<file path="src/rtl/lii_req_arbiter.sv">
// lii_req_arbiter
//   Round-robin, packet-atomic arbiter that merges NUM_PORTS LII request streams onto one shared
//   request stream, and routes the shared response stream back to requesters by destination ID.
//
// Ports
//   clk, rst                   : clock (rising edge) and asynchronous active-high reset
//   s_req_*   (NUM_PORTS slices): per-requester request streams in; s_req_tready out
//   m_req_*                     : shared request stream out; m_req_tready in
//   m_resp_*                    : shared response stream in; m_resp_tready out
//   s_resp_*  (NUM_PORTS slices): per-requester response streams out; s_resp_tready in
//   pkt_cnt   (NUM_PORTS x 16)  : per-port count of granted request packets (wrapping)
//   err_unroutable              : sticky, set when a response with an unknown dst is dropped

module lii_req_arbiter #(
  parameter int unsigned                  LII_DW    = 128,
  parameter int unsigned                  NUM_PORTS = 4,
  parameter logic [8*NUM_PORTS-1:0]       PORT_IDS  = {8'h03, 8'h02, 8'h01, 8'h00}
) (
  input  logic                            clk,
  input  logic                            rst,
  // Per-requester request streams
  input  logic [NUM_PORTS*LII_DW-1:0]     s_req_tdata,
  input  logic [NUM_PORTS*LII_DW/8-1:0]   s_req_tkeep,
  input  logic [NUM_PORTS*LII_DW/8-1:0]   s_req_tstrb,
  input  logic [NUM_PORTS-1:0]            s_req_tlast,
  input  logic [NUM_PORTS*8-1:0]          s_req_src,
  input  logic [NUM_PORTS*8-1:0]          s_req_dst,
  input  logic [NUM_PORTS-1:0]            s_req_tvalid,
  output logic [NUM_PORTS-1:0]            s_req_tready,
  // Shared request stream
  output logic [LII_DW-1:0]               m_req_tdata,
  output logic [LII_DW/8-1:0]             m_req_tkeep,
  output logic [LII_DW/8-1:0]             m_req_tstrb,
  output logic                            m_req_tlast,
  output logic [7:0]                      m_req_src,
  output logic [7:0]                      m_req_dst,
  output logic                            m_req_tvalid,
  input  logic                            m_req_tready,
  // Shared response stream
  input  logic [LII_DW-1:0]               m_resp_tdata,
  input  logic [LII_DW/8-1:0]             m_resp_tkeep,
  input  logic [LII_DW/8-1:0]             m_resp_tstrb,
  input  logic                            m_resp_tlast,
  input  logic [7:0]                      m_resp_src,
  input  logic [7:0]                      m_resp_dst,
  input  logic                            m_resp_tvalid,
  output logic                            m_resp_tready,
  // Per-requester response streams
  output logic [NUM_PORTS*LII_DW-1:0]     s_resp_tdata,
  output logic [NUM_PORTS*LII_DW/8-1:0]   s_resp_tkeep,
  output logic [NUM_PORTS*LII_DW/8-1:0]   s_resp_tstrb,
  output logic [NUM_PORTS-1:0]            s_resp_tlast,
  output logic [NUM_PORTS*8-1:0]          s_resp_src,
  output logic [NUM_PORTS*8-1:0]          s_resp_dst,
  output logic [NUM_PORTS-1:0]            s_resp_tvalid,
  input  logic [NUM_PORTS-1:0]            s_resp_tready,
  // Status
  output logic [NUM_PORTS*16-1:0]         pkt_cnt,
  output logic                            err_unroutable
);

  localparam int unsigned PW = (NUM_PORTS > 1) ? $clog2(NUM_PORTS) : 1;
  localparam int unsigned KW = LII_DW / 8;

  typedef enum logic {
    S_IDLE,
    S_SEND
  } state_t;

  state_t          r_state, w_state_nxt;
  logic [PW-1:0]   r_grant, w_grant_nxt;
  logic [PW-1:0]   r_rr_ptr, w_rr_nxt;
  logic [15:0]     r_pkt_cnt [NUM_PORTS];
  logic            r_err;

  logic [LII_DW-1:0] w_req_data [NUM_PORTS];
  logic [KW-1:0]     w_req_keep [NUM_PORTS];
  logic [KW-1:0]     w_req_strb [NUM_PORTS];
  logic [7:0]        w_req_src  [NUM_PORTS];
  logic [7:0]        w_req_dst  [NUM_PORTS];

  logic            w_arb_found;
  logic [PW-1:0]   w_arb_idx;
  int unsigned     w_arb_pos;
  logic            w_last_fire;
  logic            w_resp_hit;
  logic [PW-1:0]   w_resp_idx;

  // Split the flattened request buses into per-port views.
  for (genvar gi = 0; gi < NUM_PORTS; gi++) begin : g_port
    assign w_req_data[gi]        = s_req_tdata[gi*LII_DW +: LII_DW];
    assign w_req_keep[gi]        = s_req_tkeep[gi*KW +: KW];
    assign w_req_strb[gi]        = s_req_tstrb[gi*KW +: KW];
    assign w_req_src[gi]         = s_req_src[gi*8 +: 8];
    assign w_req_dst[gi]         = s_req_dst[gi*8 +: 8];
    assign pkt_cnt[gi*16 +: 16]  = r_pkt_cnt[gi];
  end

  // First valid requester at or after the round-robin pointer, wrapping.
  always_comb begin
    w_arb_found = 1'b0;
    w_arb_idx   = r_rr_ptr;
    w_arb_pos   = 0;
    for (int unsigned k = 0; k < NUM_PORTS; k++) begin
      w_arb_pos = (32'(r_rr_ptr) + k) % NUM_PORTS;
      if (!w_arb_found && s_req_tvalid[PW'(w_arb_pos)]) begin
        w_arb_found = 1'b1;
        w_arb_idx   = PW'(w_arb_pos);
      end
    end
  end

  // Request FSM: next state and request-path outputs.
  always_comb begin
    w_state_nxt  = r_state;
    w_grant_nxt  = r_grant;
    w_rr_nxt     = r_rr_ptr;
    w_last_fire  = 1'b0;
    m_req_tdata  = '0;
    m_req_tkeep  = '0;
    m_req_tstrb  = '0;
    m_req_tlast  = 1'b0;
    m_req_src    = '0;
    m_req_dst    = '0;
    m_req_tvalid = 1'b0;
    s_req_tready = '0;
    unique case (r_state)
      S_IDLE: begin
        if (w_arb_found) begin
          w_grant_nxt = w_arb_idx;
          w_state_nxt = S_SEND;
        end
      end
      S_SEND: begin
        m_req_tdata           = w_req_data[r_grant];
        m_req_tkeep           = w_req_keep[r_grant];
        m_req_tstrb           = w_req_strb[r_grant];
        m_req_tlast           = s_req_tlast[r_grant];
        m_req_src             = w_req_src[r_grant];
        m_req_dst             = w_req_dst[r_grant];
        m_req_tvalid          = s_req_tvalid[r_grant];
        s_req_tready[r_grant] = m_req_tready;
        // Grant is released only at the end of a packet, so multi-flit packets stay whole.
        w_last_fire = s_req_tvalid[r_grant] & m_req_tready & s_req_tlast[r_grant];
        if (w_last_fire) begin
          w_state_nxt = S_IDLE;
          w_rr_nxt    = (r_grant == PW'(NUM_PORTS - 1)) ? '0 : r_grant + 1'b1;
        end
      end
      default: w_state_nxt = S_IDLE;
    endcase
  end

  always_ff @(posedge clk or posedge rst) begin
    if (rst) begin
      r_state  <= S_IDLE;
      r_grant  <= '0;
      r_rr_ptr <= '0;
    end else begin
      r_state  <= w_state_nxt;
      r_grant  <= w_grant_nxt;
      r_rr_ptr <= w_rr_nxt;
    end
  end

  always_ff @(posedge clk or posedge rst) begin
    if (rst) begin
      for (int unsigned i = 0; i < NUM_PORTS; i++) begin
        r_pkt_cnt[i] <= '0;
      end
    end else begin
      for (int unsigned i = 0; i < NUM_PORTS; i++) begin
        if (w_last_fire && (r_grant == PW'(i))) begin
          r_pkt_cnt[i] <= r_pkt_cnt[i] + 16'd1;
        end
      end
    end
  end

  // Response routing: lowest-index port whose ID matches dst wins.
  always_comb begin
    w_resp_hit = 1'b0;
    w_resp_idx = '0;
    for (int unsigned i = 0; i < NUM_PORTS; i++) begin
      if (!w_resp_hit && (m_resp_dst == PORT_IDS[8*i +: 8])) begin
        w_resp_hit = 1'b1;
        w_resp_idx = PW'(i);
      end
    end
  end

  always_comb begin
    s_resp_tvalid = '0;
    // Unroutable flits are accepted and dropped so the shared stream never stalls.
    m_resp_tready = 1'b1;
    if (w_resp_hit) begin
      s_resp_tvalid[w_resp_idx] = m_resp_tvalid;
      m_resp_tready             = s_resp_tready[w_resp_idx];
    end
  end

  // Payload fans out to every port; only tvalid qualifies the destination.
  assign s_resp_tdata = {NUM_PORTS{m_resp_tdata}};
  assign s_resp_tkeep = {NUM_PORTS{m_resp_tkeep}};
  assign s_resp_tstrb = {NUM_PORTS{m_resp_tstrb}};
  assign s_resp_tlast = {NUM_PORTS{m_resp_tlast}};
  assign s_resp_src   = {NUM_PORTS{m_resp_src}};
  assign s_resp_dst   = {NUM_PORTS{m_resp_dst}};

  always_ff @(posedge clk or posedge rst) begin
    if (rst) begin
      r_err <= 1'b0;
    end else if (m_resp_tvalid && !w_resp_hit) begin
      r_err <= 1'b1;
    end
  end

  assign err_unroutable = r_err;

endmodule

</file>
<file path="config.mk">
export PLATFORM = sky130hd
export DESIGN_NAME = lii_req_arbiter
export DESIGN_NICKNAME = d
export VERILOG_FILES = /design/src/rtl/lii_req_arbiter.sv
export SDC_FILE = /design/constraint.sdc
export NUM_CORES = 1
export LEC_CHECK = 0
export CORE_AREA = 4 4 728 730
export DETAILED_ROUTE_END_ITERATION = 8
export DIE_AREA = 0 0 732 734
export GPL_TIMING_DRIVEN = 0
export SLEW_MARGIN = 10
export SYNTH_ARGS = -nofsm -noshare
export SYNTH_HDL_FRONTEND = slang
export SYNTH_SLANG_ARGS = --single-unit
</file>
<file path="constraint.sdc">
create_clock -name clk -period 2.5 [get_ports clk]
set_input_delay 0.25 -clock clk [delete_from_list [all_inputs] [get_ports clk]]
set_output_delay 0.25 -clock clk [all_outputs]
set_load 0.02 [all_outputs]
</file>
==> reports/qor.txt <==
Run status - finished, violations left
Failing checks - setup timing
Filler Cells Inserted - 60700
Worst path max stage delay - 0.74 ns
Post-synthesis adder-cell area fraction - 0.713%
Clock sinks - 70
Leak pwr - 15.7 nW
Hold Crit Class - input pin to async pin
RePlAce Congestion - 0.915
Finish-stage setup viols - 220
Reg2reg setup slack - -0.17 ns
Critical-path top delay cell - mux4_2
Post-Synth XOR/XNOR Area - 3.74%
Fin crit share - 118%
RR Startpoint - r_grant[0]
Final hold vios - 0
Pre-antenna DRT Iters - 5
Rows - 266
Gr usage total - 11.1%
Post-synthesis instance area - 0.0140 mm^2
PD cells - 801 mW/mm^2
Gr ovfl total - 0
Ranking of synthesized cells by area - buf_4 (38%), mux4_2 (29%), dfrtp_1 (12%)
CTS Buffer Depth - 2
RSZ-0062 raised after global routing - yes
Core ar. - 0.524 mm^2
Synth area leader - buf_4
Final worst slack - -0.458 ns
Post-DP HPWL - 294000 um
Synth top area share - 37.9%
Pins Over Slew Limit - 0
CP Cell Sequence - buf_12 > clkbuf_16 > buf_16 > buf_16 > buf_16 > mux4_2 > and2_4 > buf_6
FF-to-FF End - pkt_cnt[61]
Worst-skew pair later-pin latency - 0.35 ns
Vias in the first global route - 19400
Relative slew slack - 23.5%
Die area - 0.537 mm^2
# nets final - 4178
Initial Util - 2.68%
H-tree levels - 3
First-pass GRT wire length - 352000 um
Max VDD drop - 0.000729 V
Mux contribution to synthesized area - 29.1%
Max frequency - 0.338 GHz
Synth Area in Simple Gates - 13.1%
Die width - 732 um
Largest family of logic cells by synthesized area - buffers and inverters
Critical path class - flip-flop to primary output
Total negative slack - -42.74 ns
Slew @ Worst Pin - 1.14 ns
Fraction of layout cells with a size suffix above 1 - 45.6%
Area Growth Syn to Fin - 214%
Worst Path Required - 2.25 ns
Antenna violations before repair - 237
Most frequent cells in the layout - clkdlybuf4s50_1 (1494), buf_4 (767), mux4_2 (178), and2_4 (148), buf_6 (122)
Drt drc - 0
Seq/Total Area, Yosys - 12.5%
IO Count - 1857
YS warnings - 0
Drt total wl - 312000 um
Avg Vias per Cell - 1.93
Post-CTS Hold Fix Bufs - 0
Cells after Synth - 1439
Pwr Total - 35.3 mW
Final core utilization - 8.43%
Synthesized flop and latch total - 70
Commonest non-fill, non-tap cell in the layout - clkdlybuf4s50_1
Post-DRT Antenna Nets - 0
Max Cap Viol - 0
CP max FO - 6
Distinct cells, synth - 36
Critical Path Start Type - flip-flop
Crit path DAT - 2.71 ns
Avg Cell Area, Syn - 9.76 um^2
TritonCTS Buffers - 9
Die Ht - 734 um
Skew final - 0.00841 ns
Syn Nets - 2344
CTS tree - built
Clock root buffer - clkbuf_16
Worst-path clk slew - 0.07 ns
FF-to-FF path depth - 13
Most used cell, CP - buf_16
Via count - 19900
Port Buf Inserts - 1687
Tmin final - 2.96 ns
Drt wl/cell - 30.2 um
Critical path endpoint category - primary output
Synth Area in Compound Gates - 0.534%
First-iteration detailed-routing DRC count - 1293
Largest net degree at the start of global routing - 51
-- flip-flops by register name, indices dropped and copies added, names as in the netlist --
signal / count
r_rr_ptr: 2
r_grant: 2
err_unroutable: 1
r_state: 1
pkt_cnt: 64
-- worst max path at each step --
stage / from / to / slack [ns] / depth (start not counted)
final: r_grant[0] / m_req_tdata[123] / -0.46 / 8
after global routing: r_grant[0] / m_req_tdata[126] / -0.50 / 8
after CTS: r_grant[0] / m_req_tdata[123] / -0.51 / 8
after detailed placement: r_grant[1] / m_req_tkeep[14] / -2.50 / 6
after global placement: r_grant[1] / m_req_tkeep[8] / -4.14 / 6
after floorplan: r_grant[1] / pkt_cnt[12] / 0.08 / 12
-- through the flow --
| stage | instance area [um^2] | worst slack [ns] | hold WS [ns] | instances |
|---|---|---|---|---|
| after floorplan | 14000 | 0.0785 | 0.388 | 1439 |
| after global placement | 39700 | -4.14 | 0.462 | 10100 |
| after detailed placement | 39900 | -2.50 | 0.472 | 10100 |
| after CTS | 42600 | -0.514 | 0.196 | 10200 |
| after global routing | 44100 | -0.498 | 0.215 | 10300 |
| final | 44100 | -0.458 | 0.209 | 10300 |
-- layer usage --
layer	global-route usage, %	routed length [um]	up-vias	share of wire [%]
met3	6.10	42200	319	14
met1	12.8	120000	9655	38
met5	0	588	-	0.19
li1	-	-	8032	-
met2	18.4	141000	1806	45
met4	1.23	8190	82	2.6
-- report_power, final --
group,switching [mW],internal (mW)
Sequential,0.178,1.25
Clock,0.582,0.782
Combinational,17.8,14.7
-- layout make-up --
class / instances / area (um^2) / share of cell area (%)
Clock buffer: 10 / 229 / 0.519
Timing Repair Buffer: 1829 / 19600 / 44.4
Tap cell: 6968 / 8720 / 19.7
Multi-Input combinational cell: 578 / 7450 / 16.9
Sequential cell: 70 / 1750 / 3.97
Buffer: 768 / 6080 / 13.8
Inverter: 17 / 73.8 / 0.167
Clock inverter: 6 / 70.1 / 0.159
Antenna cell: 76 / 190 / 0.431
-- synthesized netlist by cell type --
master / n
a2111oi_0: 1
clkbuf_1: 36
buf_4: 709
nor4_1: 8
xnor2_1: 50
buf_6: 1
and2_1: 181
buf_2: 23
o22ai_1: 1
o21ai_0: 1
a221oi_1: 1
nand3_1: 23
a21boi_0: 1
nor2b_1: 2
mux2_2: 6
dfrtp_1: 70
buf_1: 6
xor2_1: 10
ha_1: 8
a21oi_1: 3
mux2i_1: 1
or4_1: 1
o211ai_1: 1
nor3b_1: 4
and4_1: 5
nor2_1: 15
nand2_1: 28
nand4_2: 1
or3_1: 1
o21bai_1: 1
nor3_1: 7
mux4_2: 178
o32ai_1: 1
and3_1: 10
nand4_1: 27
inv_1: 17
-- timing repair --
action	4_1_cts	5_1_grt
pin swaps	60	41
buffers inserted	85	53
gates cloned	10	2
resized for setup	1407	383
endpoints found under the setup margin	265	251
-- critical path, delay by kind of cell, from the launching register on --
kind	cells	cell delay (ns)
buf+inv	6	0.88
flops	1	0.39
simple gates	1	0.25
mux	1	0.74
-- cells by family after synthesis --
group / after synthesis
buffers and inverters: 792
and+or+nand+nor: 313
muxes: 185
DFF: 70
xor gates and xnor gates: 60
AOI/OAI and AO/OA: 11
adders and majority gates: 8
Note: power is estimated with default switching activity, not from simulation.
